<file path="src/rtl/up_down_counter_pkg.sv">
// Shared types and constants for the 16-bit up/down counter slice.
package up_down_counter_pkg;

  localparam int unsigned CNT_WIDTH = 16;

  typedef logic [CNT_WIDTH-1:0] cnt_t;

  localparam cnt_t CNT_MAX = '1;
  localparam cnt_t CNT_MIN = '0;

  typedef enum logic {
    DIR_DOWN = 1'b0,
    DIR_UP   = 1'b1
  } dir_e;

endpackage

</file>
<file path="src/rtl/up_down_counter16_core_event_flags.sv">
// Wrap pulse and sticky overflow/underflow flags for the up/down counter.
// COUNTER_SAT_EN: saturating build suppresses the wrap pulse; flags still set.
module counter_event_flags
  import up_down_counter_pkg::*;
(
  input  logic clk,
  input  logic rst,
  input  logic wrap_cond_i,
  input  dir_e dir_i,
  input  logic clr_flags_i,
  output logic wrap_o,
  output logic ovf_o,
  output logic unf_o
);

  logic wrap_q, wrap_d;
  logic ovf_q, ovf_d;
  logic unf_q, unf_d;

  // A new crossing overrides a same-edge clear, so set is ORed in after the clear.
  always_comb begin
    wrap_d = 1'b0;
    ovf_d  = ovf_q & ~clr_flags_i;
    unf_d  = unf_q & ~clr_flags_i;
`ifdef COUNTER_SAT_EN
    wrap_d = 1'b0;
`else
    wrap_d = wrap_cond_i;
`endif
    if (wrap_cond_i && dir_i == DIR_UP)   ovf_d = 1'b1;
    if (wrap_cond_i && dir_i == DIR_DOWN) unf_d = 1'b1;
  end

  always_ff @(posedge clk) begin
    if (rst) begin
      wrap_q <= 1'b0;
      ovf_q  <= 1'b0;
      unf_q  <= 1'b0;
    end else begin
      wrap_q <= wrap_d;
      ovf_q  <= ovf_d;
      unf_q  <= unf_d;
    end
  end

  assign wrap_o = wrap_q;
  assign ovf_o  = ovf_q;
  assign unf_o  = unf_q;

endmodule

</file>
<file path="src/rtl/up_down_counter16_core.sv">
// 16-bit up/down counter with active-low synchronous load and terminal count.
// COUNTER_SAT_EN: saturate at the boundaries instead of wrapping.
module up_down_counter16_core
  import up_down_counter_pkg::*;
#(
  parameter int unsigned       WIDTH   = 16,
  parameter logic [WIDTH-1:0]  RST_VAL = '0
) (
  input  logic             clk,
  input  logic             rst,
  input  logic             count_enb,
  input  logic             updn_cnt,
  input  logic             ld_cnt,
  input  logic [WIDTH-1:0] data_in,
  input  logic             clr_flags,
  output logic [WIDTH-1:0] data_out,
  output logic             tc,
  output logic             wrap,
  output logic             ovf_flag,
  output logic             unf_flag
);

  localparam logic [WIDTH-1:0] ONE = WIDTH'(1);

  logic [WIDTH-1:0] data_q, data_d;
  dir_e             dir;
  logic             at_bound;

  always_comb begin
    dir      = dir_e'(updn_cnt);
    at_bound = (dir == DIR_UP) ? (data_q == '1) : (data_q == '0);
    tc       = count_enb & ld_cnt & at_bound;
  end

  always_comb begin
    data_d = data_q;
    if (!ld_cnt) begin
      data_d = data_in;
    end else if (count_enb) begin
`ifdef COUNTER_SAT_EN
      if (!at_bound) data_d = (dir == DIR_UP) ? data_q + ONE : data_q - ONE;
`else
      data_d = (dir == DIR_UP) ? data_q + ONE : data_q - ONE;
`endif
    end
  end

  always_ff @(posedge clk) begin
    if (rst) data_q <= RST_VAL;
    else     data_q <= data_d;
  end

  assign data_out = data_q;

  counter_event_flags u_flags (
    .clk         (clk),
    .rst         (rst),
    .wrap_cond_i (tc),
    .dir_i       (dir),
    .clr_flags_i (clr_flags),
    .wrap_o      (wrap),
    .ovf_o       (ovf_flag),
    .unf_o       (unf_flag)
  );

endmodule
</file>
<file path="config.mk">
export PLATFORM = sky130hd
export DESIGN_NAME = up_down_counter16_core
export DESIGN_NICKNAME = d
export VERILOG_FILES = /design/src/rtl/up_down_counter_pkg.sv /design/src/rtl/up_down_counter16_core_event_flags.sv /design/src/rtl/up_down_counter16_core.sv
export SDC_FILE = /design/constraint.sdc
export NUM_CORES = 1
export LEC_CHECK = 0
export ABC_AREA = 1
export CORE_UTILIZATION = 50
export CTS_BUF_LIST = sky130_fd_sc_hd__clkbuf_8
export CTS_CLUSTER_DIAMETER = 80
export CTS_CLUSTER_SIZE = 14
export DETAILED_ROUTE_END_ITERATION = 8
export PLACE_DENSITY = 0.76
export SYNTH_ARGS = -nofsm -noshare
export SYNTH_HDL_FRONTEND = slang
export SYNTH_SLANG_ARGS = --single-unit
</file>
<file path="constraint.sdc">
create_clock -name clk -period 2.3 [get_ports clk]
set_input_delay 0.575 -clock clk [delete_from_list [all_inputs] [get_ports clk]]
set_output_delay 0.575 -clock clk [all_outputs]
set_load 0.005 [all_outputs]
</file>
**Yosys cells after proc, flatten, opt, wreduce, memory -nomap -nowiden**

Cells that the tools add are included.

- Add/subtract/negate cells: 2
- Reductions and logical operators: 3
- Divide/modulo/power cells: 0
- Bitwise logic cells: 6
- Multiply operators: 0
- Mux-type cells: 6
- Magnitude comparators: 0
- Equal/unequal tests: 2
- Shift-type cells: 0

Operators with widths:

| operator | count |
|---|---|
| $mux 16 | 3 |
| $add 16x1->16 const B | 1 |
| $eq 16x16->1 const B | 1 |
| $logic_not 16->1 | 1 |
| $sub 16x1->16 const B | 1 |
| $and 1x1->1 | 4 |
| $mux 1 | 3 |
| $logic_and 1x1->1 | 2 |
| $ne 2x2->1 const B | 1 |
| $not 1->1 | 2 |

- Memory bits (writable): 0
- Flip-flop bits (word level): 19
- Memories kept: 0
- Logic and storage cells: 23
- Latch bits: 0
- Memory bits (read-only): 0
- Input port bits: 22
- Output and inout bits: 20

**Longest topological paths before layout**

Gate-level depths: netlist of run 1.

- Word-level depth: 5
- Depth in mapped cells: 11
- Mapped depth without buffers: 11

**Hierarchy**

A second synthesis of run 1 with hierarchy kept.

- Cells, all modules: 319
- Area, all modules: 1868.0 um^2

By module, submodules not included:

| module | area an instance (um^2) | seq. area each (um^2) | cells each | instances |
|---|---|---|---|---|
| up_down_counter16_core | 1761.7 | 320.3 | 305 | 1 |
| counter_event_flags | 106.4 | 60.1 | 14 | 1 |

**Worst setup path before layout of run 1**

No wires, ideal clock.

- Path type: input to register
- Start point: input port updn_cnt
- End point: register data_q[5] (netlist: data_out[5])
- Arrival: 1951 ps
- Path buffers: 0
- Cell stages on the path: 8
- Setup time: 128 ps
- Slack: 222 ps
- Required time: 2172 ps
- Cell sequence: inv_1 -> ha_1 -> or2_4 -> nand3b_4 -> nand2_2 -> or2_0 -> a31oi_1 -> nor2_1

- Longest elaborated chain between the ends: 3

Ends and longest elaborated chain:

| what | RTL line | text |
|---|---|---|
| start, declared | up_down_counter16_core.sv:12 | `input logic updn_cnt,` |
| $mux 16 | up_down_counter16_core.sv:43 | `data_d = (dir == DIR_UP) ? data_q + ONE : data_q - ONE;` |
| $mux 16 | up_down_counter16_core.sv:39 | `end else if (count_enb) begin` |
| $mux 16 | up_down_counter16_core.sv:37 | `if (!ld_cnt) begin` |
| end signal, assigned | up_down_counter16_core.sv:50 | `else data_q <= data_d;` |
| end, declared | up_down_counter16_core.sv:25 | `logic [WIDTH-1:0] data_q, data_d;` |

Every way passes these cells. The select of a mux whose other input is x is not followed.
A chain may end at the register's enable or synchronous reset.

**Worst setup path in the final report of run 1**

- Start point: register data_q[15] (netlist: data_out[15])
- End point: output port tc

- Longest elaborated chain between the ends: 3
- Elaborated cells between the ends (all ways): 4
- Classes of those cells: eq/ne: 1; mux: 1; bitwise: 1; reduce/logical: 1

Ends and longest elaborated chain:

| what | RTL line | text |
|---|---|---|
| $eq 16x16->1 or $logic_not 16->1 (tied branches) | up_down_counter16_core.sv:31 | `at_bound = (dir == DIR_UP) ? (data_q == '1) : (data_q == '0);` |
| $mux 1 * | up_down_counter16_core.sv:31 |  |
| $and 1x1->1 * | up_down_counter16_core.sv:32 | `tc = count_enb & ld_cnt & at_bound;` |
| end, declared | up_down_counter16_core.sv:17 | `output logic tc,` |

Every way passes the cells marked *; elsewhere a longest branch is shown, timed or not.

==> impl_metrics.json, run 1 <==
{
  "irDropWorstVdd_uv": 280,
  "synth_fp_nets": 360,
  "yosysWarnings": 0,
  "num_vias": 2207,
  "fin_crit_sh_pct": 93.3,
  "pwr-share-seq_pct": 32.5,
  "routed_wl_mm": 5.49,
  "drc_errors": 0,
  "clock_latency_ns": 0.27,
  "end_kind": "output pin",
  "fmax_mhz": 466,
  "p_sw_share_pct": 37.7,
  "crit_chain": "inv_1 -> nor4_2 -> nand2_1 -> o21ai_2 -> nand3_2 -> inv_1 -> clkbuf_2",
  "place_hpwl_mm": 4.36,
  "power_density_nw_per_um2": 437,
  "syn_area_per_cell_um2": 5.98,
  "power_w": 0.00116,
  "min_period_ns": 2.14,
  "place.gp.congestion": 0.934,
  "clk_pin_slew_worst_paths_ns": 0.08,
  "first_iter_violations": 145,
  "startpoint_type": "flop",
  "yosys-top-cells-count": "nand2_1 (103), inv_1 (63), dfxtp_1 (19), nand3_1 (19), a21oi_1 (17)",
  "grt_pass1_vias": 2108,
  "reg2reg_to": "data_out[4]",
  "grt_pass1_wl_mm": 9.08,
  "cts_max_level": 1,
  "io_buffers": 41,
  "reg2reg_slack_ns": 0.58,
  "power.leakage_nw": 1.36,
  "worst_path_max_delay_cell": "dfxtp_4",
  "synth_edf_count": 0,
  "io_pins": 42,
  "p_sw_w": 0.000438,
  "die_h_um": 64.1,
  "slowest_delay_ns": 0.37,
  "first_pass_iters": 4,
  "critical_path_required_ns": 1.73,
  "post-synth-top-count-cell": "nand2_1",
  "ys_async_sr_fraction_pct": 0,
  "clockBufferDepth": 2,
  "row_count": 22,
  "chipWidth_um": 64.1,
  "synthFlopType": "dfxtp_1",
  "wl_per_cell_um": 12.5,
  "yosysSeqAreaShare_pct": 19.7,
  "crit_top_cell": "inv_1",
  "p_clk_share_pct": 21.8,
  "instances_no_fill": 438,
  "drv_slew": 0,
  "cts_tree": "built",
  "critPathKind": "reg -> out",
  "fin_skew_ns": 0.00306,
  "synth.area.top_cells": "nand2_1 (20%), dfxtp_1 (20%), inv_1 (12%), ha_1 (9.1%), nand3_1 (4.9%)",
  "cts_buffers": 3,
  "grt_max_degree": 17,
  "vias_per_cell": 5.04,
  "ys_seq_elements": 19,
  "critPathArrivalTime_ns": 1.57,
  "reg2reg_depth": 9,
  "grt-ovfl-total": 0,
  "min_path_cells": 2,
  "tns_ns": 0,
  "fin_worst_hold_slack_ns": 0.470,
  "p_int_w": 0.000724,
  "r2r_start": "data_out[1]",
  "layout-drive-gt1-share_pct": 18.2,
  "cp_max_fo": 4,
  "placed_cell_area_um2": 2580,
  "root_buffer": "clkbuf_8",
  "clock_sinks": 19,
  "syn_to_final_growth_pct": 37.8,
  "synth_top_area_cell": "nand2_1",
  "max_cap_violations": 0,
  "die_area_um2": 4110,
  "netlist_area_um2": 1930,
  "core-area_um2": 3690,
  "grt_antenna_before_repair": 0,
  "synth_cells": 323,
  "setup_violations": 0,
  "hold_viol": 0,
  "initial_core_util_pct": 52.3,
  "min_from": "u_flags.unf_o",
  "final_nets": 428,
  "detail-route-antenna-nets": 0,
  "rsz0062_at_grt": "no",
  "synth_top_area_share_pct": 20.0,
  "status": "finished clean",
  "worstHoldPathType": "reg -> reg",
  "p_comb_share_pct": 45.7,
  "hold_buffers": 0,
  "ys_types": 35,
  "max_slew_margin_pct": 69.8,
  "grt.total_usage_pct": 28.5,
  "holdPathEnd": "u_flags.unf_o",
  "dp_cells": 433,
  "fin_area_um2": 2660,
  "diodes": 0,
  "tightest_slew_ns": 0.451
}
==> worst max-delay path, delay by kind of cell, from the launching register on <==
kind | cells | cell delay, ns
and+or+nand+nor | 3 | 0.54
DFF | 1 | 0.37
buffers and inverters | 3 | 0.22
AOI/OAI and AO/OA | 1 | 0.17
==> flip-flops by register name (all words and copies together) (netlist names) <==
signal,cells
u_flags.ovf_o,1
u_flags.unf_o,1
u_flags.wrap_o,1
data_out,16
==> power groups by stage <==
| stage | registers [W] | logic [W] | clock network (W) |
|---|---|---|---|
| 4_1_cts | 0.000378 | 0.000528 | 0.000254 |
| 3_3_place_gp | 0.000384 | 0.000509 | 0 |
| 2_1_floorplan | 0.000382 | 0.000308 | 0 |
| 3_5_place_dp | 0.000385 | 0.000519 | 0 |
| 5_1_grt | 0.000381 | 0.000593 | 0.000265 |
| 6_report | 0.000378 | 0.000531 | 0.000253 |
==> per-stage QoR <==
stage               utilization, %  setup slack [ns]
global route                  72.2            0.0253
finish                        72.2             0.155
floorplan                        -             0.222
detailed placement            69.9            -0.286
global placement              69.9            -0.219
CTS                           72.0             0.111
==> metal layers <==
metal / track usage [%] / routed length (um) / part of all wire (%) / vias up
met2: 52.1 / 2770 / 51 / 67
met4: 8.33 / 73 / 1.3 / 0
li1: - / - / - / 1140
met5: 0 / 0 / 0 / -
met1: 35.2 / 2320 / 42 / 993
met3: 2.32 / 317 / 5.8 / 7
==> logic make-up after synthesis <==
kind of cell	share of synthesized area, %
adder cells (fa/ha/maj)	10.1
AND/OR/NAND/NOR	41.4
flip-flops	19.7
AO/OA/AOI/OAI	12.5
buffers and inverters	14.9
XOR/XNOR	1.36
==> placed cells by master (no fill, tap or decap), types with 7 or more instances in the layout <==
cell,count
nand2_1,103
inv_1,62
clkdlybuf4s50_1,39
buf_4,25
nand3_1,18
a21oi_1,17
nor2_1,15
o21ai_0,14
ha_1,14
dfxtp_1,13
inv_2,7
nand2_2,7
==> how the worst max path moves through the flow <==
stage | slack (ns) | start | end
floorplan | 0.22 | updn_cnt | data_out[5]
global placement | -0.22 | updn_cnt | data_out[7]
detailed placement | -0.29 | updn_cnt | data_out[14]
CTS | 0.11 | data_out[7] | tc
global route | 0.03 | data_out[15] | tc
finish | 0.16 | data_out[15] | tc
==> what timing repair did <==
action	CTS	global route
setup endpoints to repair	2	1
cloned	0	0
resized for setup	12	5
buffers inserted	1	0
pin swaps	3	3
==> final cells by class <==
cell class / count / area, um^2
Fill cell: 337 / 1030
Tap cell: 48 / 60.1
Sequential cell: 19 / 390
Clock inverter: 1 / 5.00
Timing Repair Buffer: 68 / 623
Clock buffer: 3 / 41.3
Multi-Input combinational cell: 230 / 1280
Inverter: 69 / 259
Power figures use the tool's default switching activity.
==> inputs of run 2 (changes only) <==
--- a/constraint.sdc
+++ b/constraint.sdc
@@ -3,2 +3,2 @@
 set_output_delay 0.575 -clock clk [all_outputs]
-set_load 0.005 [all_outputs]
+set_load 0.01 [all_outputs]
==> run 2 against run 1 <==
Against the previous run:
- non-clock buffer count increased by 1
- worst setup slack got worse by 0.12 ns
- clock skew increased by 0.0050 ns
==> impl_metrics.json, run 2 (synthesis gave the netlist of run 1 again) <==
{
  "status": "finished clean",
  "vias_per_cell": 5.12,
  "io_pins": 42,
  "first_pass_iters": 4,
  "syn_to_final_growth_pct": 48.9,
  "fmax_mhz": 441,
  "wl_per_cell_um": 12.9,
  "num_vias": 2246,
  "routed_wl_mm": 5.68,
  "max_slew_margin_pct": 71.6,
  "min_from": "u_flags.ovf_o",
  "final_nets": 429,
  "startpoint_type": "input pin",
  "clockBufferDepth": 2,
  "hold_viol": 0,
  "diodes": 0,
  "layout-drive-gt1-share_pct": 24.0,
  "worstHoldPathType": "reg -> reg",
  "grt_antenna_before_repair": 0,
  "grt_pass1_vias": 1946,
  "pre_cts_slack_ns": -0.309,
  "die_area_um2": 4110,
  "place_hpwl_mm": 4.18,
  "critical_path_required_ns": 2.45,
  "fin_skew_ns": 0.00804,
  "wirelength_met1_mm": 2.47,
  "io_buffers": 41,
  "drc_errors": 0,
  "die_h_um": 64.1,
  "clk_pin_slew_worst_paths_ns": 0.08,
  "crit_path_start": "updn_cnt",
  "power_w": 0.00125,
  "layout_common_cells": "nand2_1 (97), inv_1 (62), clkdlybuf4s50_1 (40)",
  "grt_pass1_wl_mm": 8.67,
  "core-area_um2": 3690,
  "final_util_pct": 78.0,
  "placed_cell_area_um2": 2590,
  "clock_sinks": 19,
  "largest_reg_flops": 16,
  "max_cap_violations": 0,
  "wl_met3_um": 252,
  "cts_max_level": 1,
  "min_period_ns": 2.27,
  "power_density_nw_per_um2": 436,
  "fin_worst_hold_slack_ns": 0.476,
  "power.leakage_nw": 1.37,
  "cp_max_fo": 7,
  "grt-ovfl-total": 0,
  "end_kind": "flop",
  "r2r_start": "data_out[0]",
  "clock_latency_ns": 0.28,
  "grt.total_usage_pct": 27.5,
  "cts_tree": "built",
  "fin_area_um2": 2880,
  "critPathKind": "in -> reg",
  "cts_buffers": 3,
  "highest_layer": "met4",
  "initial_core_util_pct": 52.3,
  "irDropWorstVdd_uv": 274,
  "setup_violations": 0,
  "row_count": 22,
  "critPathArrivalTime_ns": 2.42,
  "grt_max_degree": 17,
  "chipWidth_um": 64.1,
  "mostFrequentLayoutCell": "nand2_1",
  "setup_ws_ns": 0.0327,
  "detail-route-antenna-nets": 0,
  "fin_crit_sh_pct": 98.6,
  "tightest_slew_ns": 0.425,
  "drv_slew": 0,
  "first_iter_violations": 137,
  "root_buffer": "clkbuf_8",
  "place.gp.congestion": 0.956,
  "wl_met2_mm": 2.82
}
## run 2: cell count changes in the layout (fill, tap and decap cells not counted), sizes merged
cell           change
clkdlybuf4s50      +1
buf                +1
dlygate4sd2        -1
## run 2: layout make-up
type / count / area [um^2]
multi-input combinational: 230 / 1480
fill: 277 / 813
timing repair buffer: 69 / 644
sequential: 19 / 387
inverter: 69 / 259
tap: 48 / 60.1
clock buffer: 3 / 41.3
clock inverter: 1 / 5.00
## run 2: power by group
group / switching [W] / internal (W) / total [W]
combinational: 0.000315 / 0.000299 / 0.000614
sequential: 0.0000288 / 0.000354 / 0.000383
clock: 0.000134 / 0.000121 / 0.000256
total: 0.000478 / 0.000775 / 0.00125
## run 2: final timing paths
check / depth (start not counted) / endpoint / slack [ns]
min reg2reg: 2 / u_flags.ovf_o / 0.48
max reg2reg: 9 / data_out[8] / 0.65
max: 10 / data_out[5] / 0.03
min: 2 / u_flags.ovf_o / 0.48
## run 2: critical path: stages
cell and delay (ns):
clkdlybuf4s50_1 0.52, inv_2 0.09, buf_12 0.16, ha_4 0.25
or2_4 0.25, nand3b_4 0.08, nand2_2 0.07, or2_0 0.23
a31oi_1 0.14, nor2_1 0.05
## run 2: through the flow
stage / TNS, ns / instances
2_1_floorplan: 0 / 323
6_report: 0 / 439
3_3_place_gp: -2.79 / 435
3_5_place_dp: -3.36 / 435
4_1_cts: 0 / 439
5_1_grt: -0.0765 / 439
## run 2: metal layers
metal  track usage, %  vias to the layer above
met5                0                        -
met2             47.3                       62
met1             35.4                     1024
li1                 -                     1148
met4             9.44                        0
met3             2.86                       12
## run 2: what timing repair did
action	CTS	global route
pin swaps	0	1
setup buffers	0	0
endpoints found under the setup margin	5	12
hold buffers	0	0
resized for setup	3	42
==> inputs of run 3 (changes only) <==
CTS_CLUSTER_DIAMETER = 60   (was 80)
==> results of run 3 <==
Same layout as run 2: the final DEF is identical, and so are final timing and power.
